[config.mk]
export PLATFORM = sky130hd
export DESIGN_NAME = huffman_dec_arbiter_flat
export DESIGN_NICKNAME = d
export VERILOG_FILES = /design/src/rtl/huffman_dec_arbiter_if.sv /design/src/rtl/huffman_dec_arbiter.sv /design/src/flat_wrapper.sv
export SDC_FILE = /design/constraint.sdc
export NUM_CORES = 1
export LEC_CHECK = 0
export BUFFER_PORTS_ARGS = -buffer_cell sky130_fd_sc_hd__buf_2
export CORE_ASPECT_RATIO = 0.9
export CORE_UTILIZATION = 52
export CTS_CLUSTER_DIAMETER = 40
export DETAILED_ROUTE_END_ITERATION = 12
export PLACE_DENSITY_LB_ADDON = 0.08
export SLEW_MARGIN = 10
export SYNTH_ARGS = -nofsm -noshare
export SYNTH_HDL_FRONTEND = slang
export SYNTH_SLANG_ARGS = --single-unit
[constraint.sdc]
create_clock -name clk -period 2.15 [get_ports clk]
set_input_delay 0.43 -clock clk [delete_from_list [all_inputs] [get_ports clk]]
set_output_delay 0.43 -clock clk [all_outputs]
set_load 0.05 [all_outputs]
[src/rtl/huffman_dec_arbiter_if.sv]
// Request / decoder-core / response bundle for huffman_dec_arbiter.
// master: arbiter side (accepts requests, drives the core bit stream and responses).
// slave : environment side (requesters, decoder core, response consumer).
interface huffman_dec_arbiter_if #(
  parameter int NREQ   = 4,
  parameter int CODE_W = 5,
  parameter int SYM_W  = 5
);
  localparam int ID_W = $clog2(NREQ);

  // requester side
  logic [NREQ-1:0]        req_valid;
  logic [NREQ*CODE_W-1:0] req_code;
  logic [NREQ-1:0]        req_ready;
  // decoder core side
  logic                   dec_start;
  logic                   dec_bit;
  logic [SYM_W-1:0]       dec_sym;
  logic                   dec_sym_valid;
  // response channel
  logic                   rsp_valid;
  logic                   rsp_ready;
  logic [ID_W-1:0]        rsp_id;
  logic [SYM_W-1:0]       rsp_symbol;
  logic                   rsp_error;
  // status
  logic                   busy;

  modport master (
    input  req_valid, req_code, dec_sym, dec_sym_valid, rsp_ready,
    output req_ready, dec_start, dec_bit, rsp_valid, rsp_id, rsp_symbol, rsp_error, busy
  );

  modport slave (
    output req_valid, req_code, dec_sym, dec_sym_valid, rsp_ready,
    input  req_ready, dec_start, dec_bit, rsp_valid, rsp_id, rsp_symbol, rsp_error, busy
  );
endinterface

[src/rtl/huffman_dec_arbiter.sv]
// Purpose : round-robin share of one huffman decoder core among NREQ requesters;
//           the granted codeword is serialised MSB-first, the symbol (or a timeout
//           error) comes back as {id, symbol, error} on one response channel.
// Latency : accept on cycle 0, bits on cycles 1..CODE_W, response no earlier than CODE_W+2.
// Backpressure: one codeword in flight; req_ready stays 0 until the response handshakes,
//           response fields hold while rsp_ready is low.
// Ports   : clk, reset (async, active-high), bus (master modport of huffman_dec_arbiter_if).
module huffman_dec_arbiter #(
  parameter int NREQ    = 4,
  parameter int CODE_W  = 5,
  parameter int SYM_W   = 5,
  parameter int TIMEOUT = 15
) (
  input  logic                 clk,
  input  logic                 reset,
  huffman_dec_arbiter_if.master bus
);
  localparam int ID_W = $clog2(NREQ);
  localparam int BC_W = $clog2(CODE_W + 1);

  typedef enum logic [1:0] {IDLE, SHIFT, WAIT, RESP} state_t;

  state_t            state_q, state_d;
  logic [ID_W-1:0]   rr_ptr_q, rr_ptr_d;
  logic [ID_W-1:0]   id_q, id_d;
  logic [CODE_W-1:0] code_q, code_d;
  logic [BC_W-1:0]   bit_cnt_q, bit_cnt_d;
  logic [7:0]        to_cnt_q, to_cnt_d;
  logic              dec_start_q, dec_start_d;
  logic              dec_bit_q, dec_bit_d;
  logic              rsp_valid_q, rsp_valid_d;
  logic [ID_W-1:0]   rsp_id_q, rsp_id_d;
  logic [SYM_W-1:0]  rsp_symbol_q, rsp_symbol_d;
  logic              rsp_error_q, rsp_error_d;

  // ---------------- round-robin arbitration ----------------
  // Rotating the doubled request vector by rr_ptr puts requester rr_ptr at bit 0,
  // so the lowest set bit of the rotated vector is the winner.
  logic [2*NREQ-1:0] req_rot;
  logic [ID_W:0]     cand;
  logic              grant_vld;
  logic [ID_W-1:0]   grant_id;
  logic [CODE_W-1:0] grant_code;

  always_comb begin
    req_rot   = {bus.req_valid, bus.req_valid} >> rr_ptr_q;
    grant_vld = 1'b0;
    grant_id  = '0;
    cand      = '0;
    // Walk from the far end so the nearest requester is the last (winning) write.
    for (int k = NREQ - 1; k >= 0; k--) begin
      cand = {1'b0, rr_ptr_q} + (ID_W+1)'(k);
      if (cand >= (ID_W+1)'(NREQ)) cand = cand - (ID_W+1)'(NREQ);
      if (req_rot[k]) begin
        grant_vld = 1'b1;
        grant_id  = cand[ID_W-1:0];
      end
    end
  end

  always_comb begin
    grant_code = '0;
    for (int i = 0; i < NREQ; i++) begin
      if (grant_id == ID_W'(i)) grant_code = bus.req_code[i*CODE_W +: CODE_W];
    end
  end

  // The winner is granted only when it is valid, so req_ready[g] alone marks the transfer.
  assign bus.req_ready = (state_q == IDLE && grant_vld) ? (NREQ'(1) << grant_id) : '0;

  // ---------------- FSM next state / outputs ----------------
  always_comb begin
    state_d      = state_q;
    rr_ptr_d     = rr_ptr_q;
    id_d         = id_q;
    code_d       = code_q;
    bit_cnt_d    = bit_cnt_q;
    to_cnt_d     = to_cnt_q;
    dec_start_d  = 1'b0;
    dec_bit_d    = 1'b0;
    rsp_valid_d  = rsp_valid_q;
    rsp_id_d     = rsp_id_q;
    rsp_symbol_d = rsp_symbol_q;
    rsp_error_d  = rsp_error_q;

    case (state_q)
      IDLE: begin
        if (grant_vld) begin
          // First bit goes out registered on the next cycle; code_q keeps the
          // remaining bits left-aligned so the next bit is always its MSB.
          id_d        = grant_id;
          code_d      = grant_code << 1;
          bit_cnt_d   = '0;
          dec_start_d = 1'b1;
          dec_bit_d   = grant_code[CODE_W-1];
          state_d     = SHIFT;
        end
      end
      SHIFT: begin
        if (bit_cnt_q == BC_W'(CODE_W - 1)) begin
          to_cnt_d = '0;
          state_d  = WAIT;
        end else begin
          bit_cnt_d = bit_cnt_q + 1'b1;
          dec_bit_d = code_q[CODE_W-1];
          code_d    = code_q << 1;
        end
      end
      WAIT: begin
        // A symbol arriving on the final timeout cycle still wins.
        if (bus.dec_sym_valid) begin
          rsp_valid_d  = 1'b1;
          rsp_id_d     = id_q;
          rsp_symbol_d = bus.dec_sym;
          rsp_error_d  = 1'b0;
          state_d      = RESP;
        end else if (to_cnt_q == 8'(TIMEOUT - 1)) begin
          rsp_valid_d  = 1'b1;
          rsp_id_d     = id_q;
          rsp_symbol_d = '0;
          rsp_error_d  = 1'b1;
          state_d      = RESP;
        end else begin
          to_cnt_d = to_cnt_q + 8'd1;
        end
      end
      RESP: begin
        if (bus.rsp_ready) begin
          rsp_valid_d = 1'b0;
          rr_ptr_d    = (id_q == ID_W'(NREQ - 1)) ? '0 : id_q + 1'b1;
          state_d     = IDLE;
        end
      end
      default: state_d = IDLE;
    endcase
  end

  // ---------------- state register ----------------
  always_ff @(posedge clk or posedge reset) begin
    if (reset) begin
      state_q      <= IDLE;
      rr_ptr_q     <= '0;
      id_q         <= '0;
      code_q       <= '0;
      bit_cnt_q    <= '0;
      to_cnt_q     <= '0;
      dec_start_q  <= 1'b0;
      dec_bit_q    <= 1'b0;
      rsp_valid_q  <= 1'b0;
      rsp_id_q     <= '0;
      rsp_symbol_q <= '0;
      rsp_error_q  <= 1'b0;
    end else begin
      state_q      <= state_d;
      rr_ptr_q     <= rr_ptr_d;
      id_q         <= id_d;
      code_q       <= code_d;
      bit_cnt_q    <= bit_cnt_d;
      to_cnt_q     <= to_cnt_d;
      dec_start_q  <= dec_start_d;
      dec_bit_q    <= dec_bit_d;
      rsp_valid_q  <= rsp_valid_d;
      rsp_id_q     <= rsp_id_d;
      rsp_symbol_q <= rsp_symbol_d;
      rsp_error_q  <= rsp_error_d;
    end
  end

  assign bus.dec_start  = dec_start_q;
  assign bus.dec_bit    = dec_bit_q;
  assign bus.rsp_valid  = rsp_valid_q;
  assign bus.rsp_id     = rsp_id_q;
  assign bus.rsp_symbol = rsp_symbol_q;
  assign bus.rsp_error  = rsp_error_q;
  assign bus.busy       = (state_q != IDLE);
endmodule

[src/flat_wrapper.sv]
// flat-port wrapper written by rule: the top's interface ports become plain ports
module huffman_dec_arbiter_flat 
#(
  parameter int NREQ    = 4,
  parameter int CODE_W  = 5,
  parameter int SYM_W   = 5,
  parameter int TIMEOUT = 15
)
  (clk, reset, bus_req_valid, bus_req_code, bus_dec_sym, bus_dec_sym_valid, bus_rsp_ready, bus_req_ready, bus_dec_start, bus_dec_bit, bus_rsp_valid, bus_rsp_id, bus_rsp_symbol, bus_rsp_error, bus_busy);
  huffman_dec_arbiter_if #(.NREQ(NREQ), .CODE_W(CODE_W), .SYM_W(SYM_W)) bus_i ();
  input  logic clk;
  input  logic reset;
  input wire logic [$bits(bus_i.req_valid)-1:0] bus_req_valid;
  input wire logic [$bits(bus_i.req_code)-1:0] bus_req_code;
  input wire logic [$bits(bus_i.dec_sym)-1:0] bus_dec_sym;
  input wire logic [$bits(bus_i.dec_sym_valid)-1:0] bus_dec_sym_valid;
  input wire logic [$bits(bus_i.rsp_ready)-1:0] bus_rsp_ready;
  output wire logic [$bits(bus_i.req_ready)-1:0] bus_req_ready;
  output wire logic [$bits(bus_i.dec_start)-1:0] bus_dec_start;
  output wire logic [$bits(bus_i.dec_bit)-1:0] bus_dec_bit;
  output wire logic [$bits(bus_i.rsp_valid)-1:0] bus_rsp_valid;
  output wire logic [$bits(bus_i.rsp_id)-1:0] bus_rsp_id;
  output wire logic [$bits(bus_i.rsp_symbol)-1:0] bus_rsp_symbol;
  output wire logic [$bits(bus_i.rsp_error)-1:0] bus_rsp_error;
  output wire logic [$bits(bus_i.busy)-1:0] bus_busy;
  assign bus_i.req_valid = bus_req_valid;
  assign bus_i.req_code = bus_req_code;
  assign bus_i.dec_sym = bus_dec_sym;
  assign bus_i.dec_sym_valid = bus_dec_sym_valid;
  assign bus_i.rsp_ready = bus_rsp_ready;
  assign bus_req_ready = bus_i.req_ready;
  assign bus_dec_start = bus_i.dec_start;
  assign bus_dec_bit = bus_i.dec_bit;
  assign bus_rsp_valid = bus_i.rsp_valid;
  assign bus_rsp_id = bus_i.rsp_id;
  assign bus_rsp_symbol = bus_i.rsp_symbol;
  assign bus_rsp_error = bus_i.rsp_error;
  assign bus_busy = bus_i.busy;
  huffman_dec_arbiter #(.NREQ(NREQ), .CODE_W(CODE_W), .SYM_W(SYM_W), .TIMEOUT(TIMEOUT)) u_core (.clk(clk), .reset(reset), .bus(bus_i));
endmodule
==> flow_metrics.env <==
export IMPL_syn_inst=182
export IMPL_vias=1537
export IMPL_hold_viol_final=0
export IMPL_drive_gt1_frac=0.372
export IMPL_synth_cell_types=38
export IMPL_crit_path_end_kind="flip-flop"
export IMPL_drcViolationCount=0
export IMPL_grt_first_pass_wirelength_um=6780
export IMPL_antenna_cells=0
export IMPL_grt_overflow_total=0
export IMPL_synth_seq_cells=32
export IMPL_outcome="complete, no violations"
export IMPL_regArea_um2=801
export IMPL_design_final_nets=292
export IMPL_die_x_um=64.1
export IMPL_insertion_delay_ns=0.28
export IMPL_fillers=227
export IMPL_ys_seq_area_frac=0.444
export IMPL_setup_violations=0
export IMPL_cts_sinks=32
export IMPL_num_rows=19
export IMPL_ys_top_cells_by_area="dfrtp_1, ha_1, mux2i_1"
export IMPL_area_growth_pct=31.0
export IMPL_die_area_mm2=0.00371
export IMPL_synth_edf_count=0
export IMPL_detail_route_antenna_nets=0
export IMPL_cp_data_required_time_ns=2.30
export IMPL_drt_total_wl_um=3990
export IMPL_initial_core_util=0.566
export IMPL_post_route_util=0.742
export IMPL_multiInputGateArea_um2=975
export IMPL_synth_flop_cell="dfrtp_1"
export IMPL_power_density_mw_per_mm2=1430
export IMPL_grt_pass1_vias=1564
export IMPL_path_class="reg2reg"
export IMPL_max_slew_margin_rel=0.600
export IMPL_fin_tns_setup_ns=0
export IMPL_h_tree_depth=2
export IMPL_grt_usage=0.238
export IMPL_antenna_found_initial=0
export IMPL_synth_largest_area_cell="dfrtp_1"
export IMPL_fin_crit_ns=2.09
export IMPL_clockBufferDepth=2
export IMPL_worst_pin_slew_ns=0.596
export IMPL_dpl_instance_area_mm2=0.00218
export IMPL_ys_warn_count=0
export IMPL_worstSetupStartpointType="flip-flop"
export IMPL_fmax_ghz=0.478
export IMPL_async_flop_share=1.00
export IMPL_dp_slack_ns=0.0390
export IMPL_core_mm2=0.00319
export IMPL_p_total_mw=3.38
export IMPL_hold_class="in2async"
export IMPL_dr_pass1_iters=4
export IMPL_fin_ws_ns=0.0599
export IMPL_io_buffers=48
export IMPL_grt_max_degree=33
export IMPL_cts_buffers=5
export IMPL_tritoncts="done"
export IMPL_crit_fanout=5
export IMPL_clk_pin_slew_ns=0.07
export IMPL_final_area_mm2=0.00236
export IMPL_ir_worst_vdd_uv=805
export IMPL_die_h_um=57.9
export IMPL_cts_root_buffer="clkbuf_8"
export IMPL_final_cell_mix="buf_2, dfrtp_1, nand2_1, buf_4, nor2_1"
export IMPL_netlist_area_mm2=0.00180
export IMPL_syn_num_nets=225
export IMPL_io_pins=49
export IMPL_p_leak_nw=1.19
export IMPL_crit_arrival_ns=2.24
export IMPL_syn_area_per_cell_um2=9.91
export IMPL_wl_per_cell_um=13.7
export IMPL_netlist_area_leader_share=0.444
export IMPL_cap_violations=0
export IMPL_gp_congestion=0.850
export IMPL_via_per_inst=5.26
export IMPL_slew_viol_final=0
export IMPL_finClkSkew_ns=0.00633
export IMPL_first_iter_violations=49
export IMPL_final_period_utilization=0.972
export IMPL_layout_commonest_cell="buf_2"
export IMPL_hpwl_um=2950
## Yosys cell counts, drive strengths merged, types with 2 or more instances
library cell and instances:
dfrtp 32, nand2 21, nor2 16, inv 12, ha 10, a21oi 9, mux2i 9, mux2 8
o21ai 7, a22o 6, xor2 6, nor3 5, nand2b 4, nand3 4, nand4 4, nor2b 4
and3 3, buf 3, o311ai 3, and2 2, clkbuf 2, or3 2
## through the flow
step	instances	hold WS (ns)
6_report	292	0.224
5_1_grt	292	0.264
4_1_cts	290	0.235
3_5_place_dp	280	0.482
3_3_place_gp	280	0.481
2_1_floorplan	182	0.461
## layer usage
| metal | routed length (um) | global-route usage | share of wire |
|---|---|---|---|
| met5 | 0 | 0 | 0 |
| met4 | 51 | 0.0682 | 0.013 |
| met3 | 138 | 0.0551 | 0.035 |
| met2 | 2000 | 0.395 | 0.50 |
| met1 | 1800 | 0.313 | 0.45 |
## flip-flops by register name, summed over array words and instances, names as in the netlist, 2 cells and up
name                   cells
u_core.code_q              4
u_core.bit_cnt_q           3
u_core.rr_ptr_q            2
u_core.bus.rsp_id          2
u_core.state_q             2
u_core.to_cnt_q            8
u_core.bus.rsp_symbol      5
u_core.id_q                2
## worst max-delay path: stages, from the launching register on
cell and delay [ns]:
dfrtp_1 0.39, inv_2 0.08, ha_4 0.11, or4b_4 0.48
o311ai_4 0.42, buf_4 0.19, buf_4 0.10, or3_1 0.10
o21ai_0 0.09
## what timing repair did
| item | 4_1_cts | 5_1_grt |
|---|---|---|
| pin swaps | 0 | 5 |
| endpoints found under the setup margin | 2 | 7 |
| endpoints found under the hold margin | 0 | 0 |
| hold buffers | 0 | 0 |
| gates resized for setup | 0 | 17 |
| setup buffers | 2 | 2 |
## worst paths after layout
| kind | end | slack (ns) | cells past startpoint | startpoint |
|---|---|---|---|---|
| worst max-delay path | u_core.to_cnt_q[0] | 0.06 | 8 | u_core.to_cnt_q[0] |
| worst min-delay path | u_core.bus.rsp_symbol[3] | 0.22 | 3 | reset |
| worst max register to register | u_core.to_cnt_q[0] | 0.06 | 8 | u_core.to_cnt_q[0] |
| worst min register to register | u_core.bus.rsp_symbol[1] | 0.51 | 1 | u_core.bus.rsp_symbol[1] |
| max in group asynchronous | u_core.to_cnt_q[1] | 1.64 | 3 | reset |
| min in group clk | u_core.bus.rsp_symbol[1] | 0.36 | 2 | bus_dec_sym[1] |
## cell families (layout without fill, tap and decap cells)
| family | Yosys count | in the layout | share of synthesized area |
|---|---|---|---|
| flip-flops | 32 | 32 | 0.444 |
| AO/OA/AOI/OAI | 31 | 31 | 0.129 |
| adder cells (fa/ha/maj) | 10 | 10 | 0.0694 |
| multiplexers | 17 | 17 | 0.0999 |
| buffers and inverters | 17 | 85 | 0.0375 |
| AND/OR/NAND/NOR | 68 | 68 | 0.186 |
| XOR/XNOR | 7 | 7 | 0.0340 |
## cell type report
class,instances,share of cell area
clock buffer,6,0.0307
clock inverter,2,0.0148
inverter,12,0.0191
multi-input combinational,133,0.413
sequential,32,0.339
tap,42,0.0222
timing repair buffer,65,0.162
## power by group
part           switching [mW]  leakage, nW  internal (mW)
sequential              0.157        0.414          0.826
clock                   0.212       0.0552          0.343
combinational            1.12        0.724          0.723
Note: power is estimated with default switching activity, not from simulation.
